### src/rtl/solver.sv
// Nonogram line-elimination engine: filters each line's candidate options against the
// deduced cells, tells the FIFO which to re-queue, and folds survivors into known/assigned.
module solver #(
   parameter int SIZE = 3
) (
   input  logic                       clk,
   input  logic                       rst,
   input  logic                       started,
   input  logic [SIZE-1:0]            option,
   input  logic [3:0]                 num_rows,
   input  logic [3:0]                 num_cols,
   input  logic                       valid_op,
   input  logic [2*SIZE-1:0][6:0]     old_options_amnt,
   output logic                       put_back_to_FIFO,
   output logic [SIZE-1:0][SIZE-1:0]  assigned,
   output logic [SIZE-1:0][SIZE-1:0]  known,
   output logic                       solved
);

   typedef enum logic [1:0] {S_IDLE, S_LINE, S_OPTS} state_t;

   state_t                    r_state;
   logic [2*SIZE-1:0][6:0]    r_count;
   logic [SIZE-1:0]           r_cur_line;
   logic [6:0]                r_remaining;
   logic [6:0]                r_new_cnt;
   logic [SIZE-1:0]           r_and_acc;
   logic [SIZE-1:0]           r_or_acc;
   logic                      r_seen_ok;
   logic                      r_pass_one;
   logic [SIZE-1:0][SIZE-1:0] r_known;
   logic [SIZE-1:0][SIZE-1:0] r_assigned;
   logic                      r_solved;

   int                        w_line;
   int                        w_nr;
   int                        w_len;
   int                        w_opt_idx;
   logic                      w_is_row;
   logic [SIZE-1:0][SIZE-1:0][SIZE-1:0] w_hit;
   logic [SIZE-1:0]           w_line_known;
   logic [SIZE-1:0]           w_line_assigned;
   logic                      w_consistent;
   logic [SIZE-1:0]           w_and_next;
   logic [SIZE-1:0]           w_or_next;
   logic                      w_seen_next;
   logic [6:0]                w_new_cnt_next;
   logic [6:0]                w_idx_cnt;
   logic                      w_all_known;
   logic [SIZE-1:0][SIZE-1:0] w_known_upd;
   logic [SIZE-1:0][SIZE-1:0] w_assigned_upd;

   // w_hit[r][c][b]: cell (r,c) belongs to the current line and maps to option bit b (MSB = cell 0).
   always_comb begin
      w_line   = int'(r_cur_line);
      w_nr     = int'(num_rows);
      w_is_row = (w_line < w_nr);
      w_len    = w_is_row ? int'(num_cols) : w_nr;
      w_hit           = '0;
      w_line_known    = '0;
      w_line_assigned = '0;
      for (int r = 0; r < SIZE; r++) begin
         for (int c = 0; c < SIZE; c++) begin
            for (int b = 0; b < SIZE; b++) begin
               if ((w_is_row && w_line == r && b == w_len - 1 - c) ||
                   (!w_is_row && w_line - w_nr == c && b == w_len - 1 - r)) begin
                  w_hit[r][c][b]     = 1'b1;
                  w_line_known[b]    = r_known[r][c];
                  w_line_assigned[b] = r_assigned[r][c];
               end
            end
         end
      end
   end

   assign w_consistent   = (((option ^ w_line_assigned) & w_line_known) == '0);
   assign w_and_next     = w_consistent ? (r_and_acc & option) : r_and_acc;
   assign w_or_next      = w_consistent ? (r_or_acc | option) : r_or_acc;
   assign w_seen_next    = r_seen_ok | w_consistent;
   assign w_new_cnt_next = r_new_cnt + {6'd0, w_consistent};

   assign put_back_to_FIFO = (r_state == S_OPTS) && valid_op && w_consistent && !r_pass_one;

   // Cells forced by every surviving option: all-1 via AND, all-0 via OR.
   always_comb begin
      w_known_upd    = r_known;
      w_assigned_upd = r_assigned;
      for (int r = 0; r < SIZE; r++) begin
         for (int c = 0; c < SIZE; c++) begin
            for (int b = 0; b < SIZE; b++) begin
               if (w_seen_next && w_hit[r][c][b]) begin
                  if (w_and_next[b]) begin
                     w_known_upd[r][c]    = 1'b1;
                     w_assigned_upd[r][c] = 1'b1;
                  end else if (!w_or_next[b]) begin
                     w_known_upd[r][c]    = 1'b1;
                     w_assigned_upd[r][c] = 1'b0;
                  end
               end
            end
         end
      end
   end

   always_comb begin
      w_opt_idx = int'(option);
      w_idx_cnt = '0;
      for (int k = 0; k < 2*SIZE; k++) begin
         if (k == w_opt_idx) begin
            w_idx_cnt = started ? old_options_amnt[k] : r_count[k];
         end
      end
      w_all_known = 1'b1;
      for (int r = 0; r < SIZE; r++) begin
         for (int c = 0; c < SIZE; c++) begin
            if (r < w_nr && c < int'(num_cols) && !r_known[r][c]) begin
               w_all_known = 1'b0;
            end
         end
      end
   end

   always_ff @(posedge clk or negedge rst) begin
      if (!rst) begin
         r_state     <= S_IDLE;
         r_count     <= '0;
         r_cur_line  <= '0;
         r_remaining <= '0;
         r_new_cnt   <= '0;
         r_and_acc   <= '1;
         r_or_acc    <= '0;
         r_seen_ok   <= 1'b0;
         r_pass_one  <= 1'b0;
         r_known     <= '0;
         r_assigned  <= '0;
         r_solved    <= 1'b0;
      end else if (valid_op && started) begin
         // The start word doubles as the first line index.
         r_count     <= old_options_amnt;
         r_known     <= '0;
         r_assigned  <= '0;
         r_solved    <= 1'b0;
         r_cur_line  <= option;
         r_remaining <= w_idx_cnt;
         r_and_acc   <= '1;
         r_or_acc    <= '0;
         r_new_cnt   <= '0;
         r_seen_ok   <= 1'b0;
         r_pass_one  <= (w_idx_cnt == 7'd1);
         r_state     <= (w_idx_cnt == 7'd0) ? S_LINE : S_OPTS;
      end else begin
         if (valid_op) begin
            case (r_state)
               S_LINE: begin
                  r_cur_line  <= option;
                  r_remaining <= w_idx_cnt;
                  r_and_acc   <= '1;
                  r_or_acc    <= '0;
                  r_new_cnt   <= '0;
                  r_seen_ok   <= 1'b0;
                  r_pass_one  <= (w_idx_cnt == 7'd1);
                  r_state     <= (w_idx_cnt == 7'd0) ? S_LINE : S_OPTS;
               end
               S_OPTS: begin
                  r_and_acc   <= w_and_next;
                  r_or_acc    <= w_or_next;
                  r_seen_ok   <= w_seen_next;
                  r_new_cnt   <= w_new_cnt_next;
                  r_remaining <= r_remaining - 7'd1;
                  if (r_remaining == 7'd1) begin
                     r_known    <= w_known_upd;
                     r_assigned <= w_assigned_upd;
                     for (int k = 0; k < 2*SIZE; k++) begin
                        if (k == w_line) begin
                           r_count[k] <= r_pass_one ? 7'd0 : w_new_cnt_next;
                        end
                     end
                     r_state <= S_LINE;
                  end
               end
               default: ;
            endcase
         end
         if (r_state != S_IDLE && w_all_known) begin
            r_solved <= 1'b1;
         end
      end
   end

   assign known    = r_known;
   assign assigned = r_assigned;
   assign solved   = r_solved;

endmodule

### config.mk
export PLATFORM = sky130hd
export DESIGN_NAME = solver
export DESIGN_NICKNAME = d
export VERILOG_FILES = /design/src/rtl/solver.sv
export SDC_FILE = /design/constraint.sdc
export NUM_CORES = 1
export LEC_CHECK = 0
export CAP_MARGIN = 25
export CORE_ASPECT_RATIO = 0.6
export CORE_MARGIN = 2
export CORE_UTILIZATION = 35
export DETAILED_ROUTE_END_ITERATION = 6
export MAX_ROUTING_LAYER = met4
export PLACE_DENSITY = 0.53
export SLEW_MARGIN = 5
export SYNTH_ARGS = -nofsm -noshare
export SYNTH_HDL_FRONTEND = slang
export SYNTH_SLANG_ARGS = --single-unit
export TNS_END_PERCENT = 1
### constraint.sdc
create_clock -name clk -period 9.5 [get_ports clk]
set_input_delay 1.425 -clock clk [delete_from_list [all_inputs] [get_ports clk]]
set_output_delay 1.425 -clock clk [all_outputs]
set_load 0.005 [all_outputs]
==> impl_metrics.yaml, run 1 <==
synthesis:
  synth_area_leader_cell: "dfrtp_1"
  syn_inst: 862
  syn_nets: 936
  netlist_area_mm2: 0.007311
  avgSynthCellArea_um2: 8.481
  synth_edf_count: 0
  async_reset_ff_frac: 1.000
  yosysWarnings: 0
  ys_ff_latch: 88
  seq_area_frac_synth: 0.3017
  yosysTopAreaCellShare: 0.2909
  synthFlopType: "dfrtp_1"
  synth_cell_types: 98
  yosys-top-cells-area: "dfrtp_1 (29%), nor2_1 (4.8%), nand2_1 (4.7%)"
critical_path:
  worstSetupPathType: "in2out"
  crit_required_ps: 8080
  cp_data_arrival_time_ps: 7520
  r2r_start: "r_cur_line[1]"
  cp_max_fo: 10
  critPathSlowestCell: "clkdlybuf4s50_1"
  timing.critical_path.from: "num_rows[1]"
  cpPeakStageDelay_ps: 540
  r2r-end: "r_count[34]"
  cp_top_family: "compound AO/OA/AOI/OAI gates"
  r2r_cells: 33
  worst-r2r-setup-slack_ps: 2070
  path_buf_inv: 5
  end_kind: "primary output"
  cp-start-kind: "primary input"
routing:
  drc_errors: 0
  wl_per_cell_um: 25.23
  drtPass1Iterations: 7
  drt_iter0_drc: 1113
  ant_nets: 0
  totalWireLength_mm: 30.71
  vias: 7780
  vias_per_cell: 6.393
clock_network:
  root_buffer: "clkbuf_16"
  cts_setup_buffers: 0
  htree_levels: 3
  cts_buffer_depth: 2
  clk_pin_slew_ps: 70
  worstSkewPairLatency_ps: 370
  cts_tree: "built"
  cts_inserted_buffers: 9
  clock_sinks: 88
cells_and_area:
  drive_above_1_share: 0.1186
  num-fill-cells: 2019
  final_common_cell: "nor2_1"
  antenna-diode-count: 0
  layout_common_cells: "nor2_1 (94), nand2_1 (92), dfrtp_1 (85), clkdlybuf4s50_1 (74), o21ai_0 (52)"
  stdcell_count: 1217
  final_core_util: 0.4374
  syn2layout_area_growth_pct: 20.98
  final_nets: 1013
place:
  gp_congestion: 1.019
  place.port_buffers: 76
  preCtsSetupSlack_ps: 183.3
  dp.cells: 1201
  dp_hpwl_mm: 23.38
global_routing:
  grt_max_degree: 67
  grt_usage: 0.2962
  antenna_found_initial: 0
  grt_pass1_wl_mm: 46.55
  grt_pass1_vias: 7085
  grt_overflow: 0
floorplan:
  start_util: 0.3616
  core.rowCount: 40
  dieArea_mm2: 0.02210
  die_w_um: 190.6
  coreArea_mm2: 0.02022
  die_h_um: 116.0
  io_pins: 77
power:
  p_leak_uw: 0.003432
  power_uw: 1414
  ir_drop_mv: 0.09400
  power_density_mw_per_mm2: 159.8
worst_hold_path:
  hold_path_depth: 2
  holdPathEnd: "solved"
  hold_class: "reg2reg"
  hold_start: "solved"
timing:
  fin_setup_tns_ps: 0
  hold_violations: 0
  fin_crit_ps: 8944
  tightest_slew_ps: 938.5
  fmax_mhz: 111.8
  layout_setup_ws_ps: 555.7
  finalClockSkew_ps: 10.89
  drv_slew: 0
  slew_headroom: 0.3724
  rsz0062_at_grt: "false"
  setup_viol: 0
  fin_crit_sh: 0.9415
run:
  cap_violations: 0
status:
  status: "completed"
[synthesized netlist by cell type, types with 4 or more instances]
cell type	n
o21ai_0	54
dfrtp_1	85
o211a_1	6
o22a_1	5
nand2_1	92
and3_1	13
a211oi_1	13
o2bb2ai_1	4
mux4_2	14
o211ai_1	12
a21o_1	4
o221ai_1	5
nand3_1	25
nor2_1	94
nor3_1	13
a21oi_1	50
ha_1	16
nor4_1	4
clkbuf_1	30
nand4_1	5
nand2b_1	10
o2111ai_1	6
buf_1	12
a311oi_1	4
mux2i_1	19
o22ai_1	11
o31ai_1	9
a221o_1	34
nor2b_1	11
inv_1	26
or3_1	9
a31oi_1	15
a211o_1	5
and2_1	13
a221oi_1	9
a22o_1	10
o21ai_1	8
a22oi_1	19
[metrics by stage]
step	instance area, um^2	hold WS (ps)
3_3_place_gp	8491	488.9
5_1_grt	8845	530.8
6_report	8845	502.8
3_5_place_dp	8491	485.5
4_1_cts	8812	497.1
2_1_floorplan	7311	460.2
[logic make-up after synthesis]
kind of cell    share of synthesized area
compound gates                     0.3491
simple gates                       0.1973
flops                              0.3017
buf+inv                           0.04039
mux                               0.07410
fa+ha+maj                         0.03012
xor+xnor                         0.007189
[final cells by class]
class	instances	area (um^2)	area share
inverters	27	101.3	0.01146
clock buffers	10	229.0	0.02589
repair buffers	113	1031	0.1166
flip-flops and latches	88	2206	0.2494
clock inverters	6	92.59	0.01047
well taps	273	341.6	0.03862
multi-input cells	700	4843	0.5476
[state kept, by name, summed over array words and instances, names as in the netlist]
name         count
r_remaining      7
r_state          2
r_count         42
r_pass_one       1
r_seen_ok        1
known            9
r_cur_line       3
solved           1
r_and_acc        3
r_or_acc         3
assigned         9
r_new_cnt        7
[worst reg2reg max path, delay by kind of cell, from the launching register on]
kind / cells / cell delay [ps]
compound gates: 12 / 3020
simple gates: 11 / 1620
fa+ha+maj: 5 / 1260
flops: 1 / 520
buf+inv: 3 / 360
xor+xnor: 1 / 280
mux: 1 / 270
[timing repair]
item	4_1_cts	5_1_grt
hold buffers	0	0
gates resized for setup	0	7
setup endpoints to repair	0	12
[report_power, final]
part	internal, uW	leakage, uW	switching, uW
registers	427	0.00112	46.9
logic	201	0.00216	337
clock network	233	0.000155	169
[worst max-delay path by stage]
stage / end / slack (ps) / depth (start not counted)
2_1_floorplan: put_back_to_FIFO / 1280 / 26
3_3_place_gp: put_back_to_FIFO / 470 / 25
3_5_place_dp: put_back_to_FIFO / 180 / 25
4_1_cts: put_back_to_FIFO / 170 / 25
5_1_grt: put_back_to_FIFO / 70 / 27
6_report: put_back_to_FIFO / 560 / 27
[layer usage]
metal	vias to the layer above	GRT usage	share of wire
met4	0	0.05220	0.012
met3	31	0.1036	0.12
met2	439	0.3353	0.35
li1	3490	-	-
met1	3820	0.4748	0.51
met5	-	-	0
Power figures use the tool's default switching activity.
==> run 2, diff against run 1 <==
--- a/config.mk
+++ b/config.mk
@@ -12,7 +12,7 @@
 export DETAILED_ROUTE_END_ITERATION = 6
 export MAX_ROUTING_LAYER = met4
 export PLACE_DENSITY = 0.53
-export SLEW_MARGIN = 5
+export SLEW_MARGIN = 20
 export SYNTH_ARGS = -nofsm -noshare
 export SYNTH_HDL_FRONTEND = slang
 export SYNTH_SLANG_ARGS = --single-unit
==> results of run 2 <==
The final DEF is identical to that of run 1; final timing and power are the same.
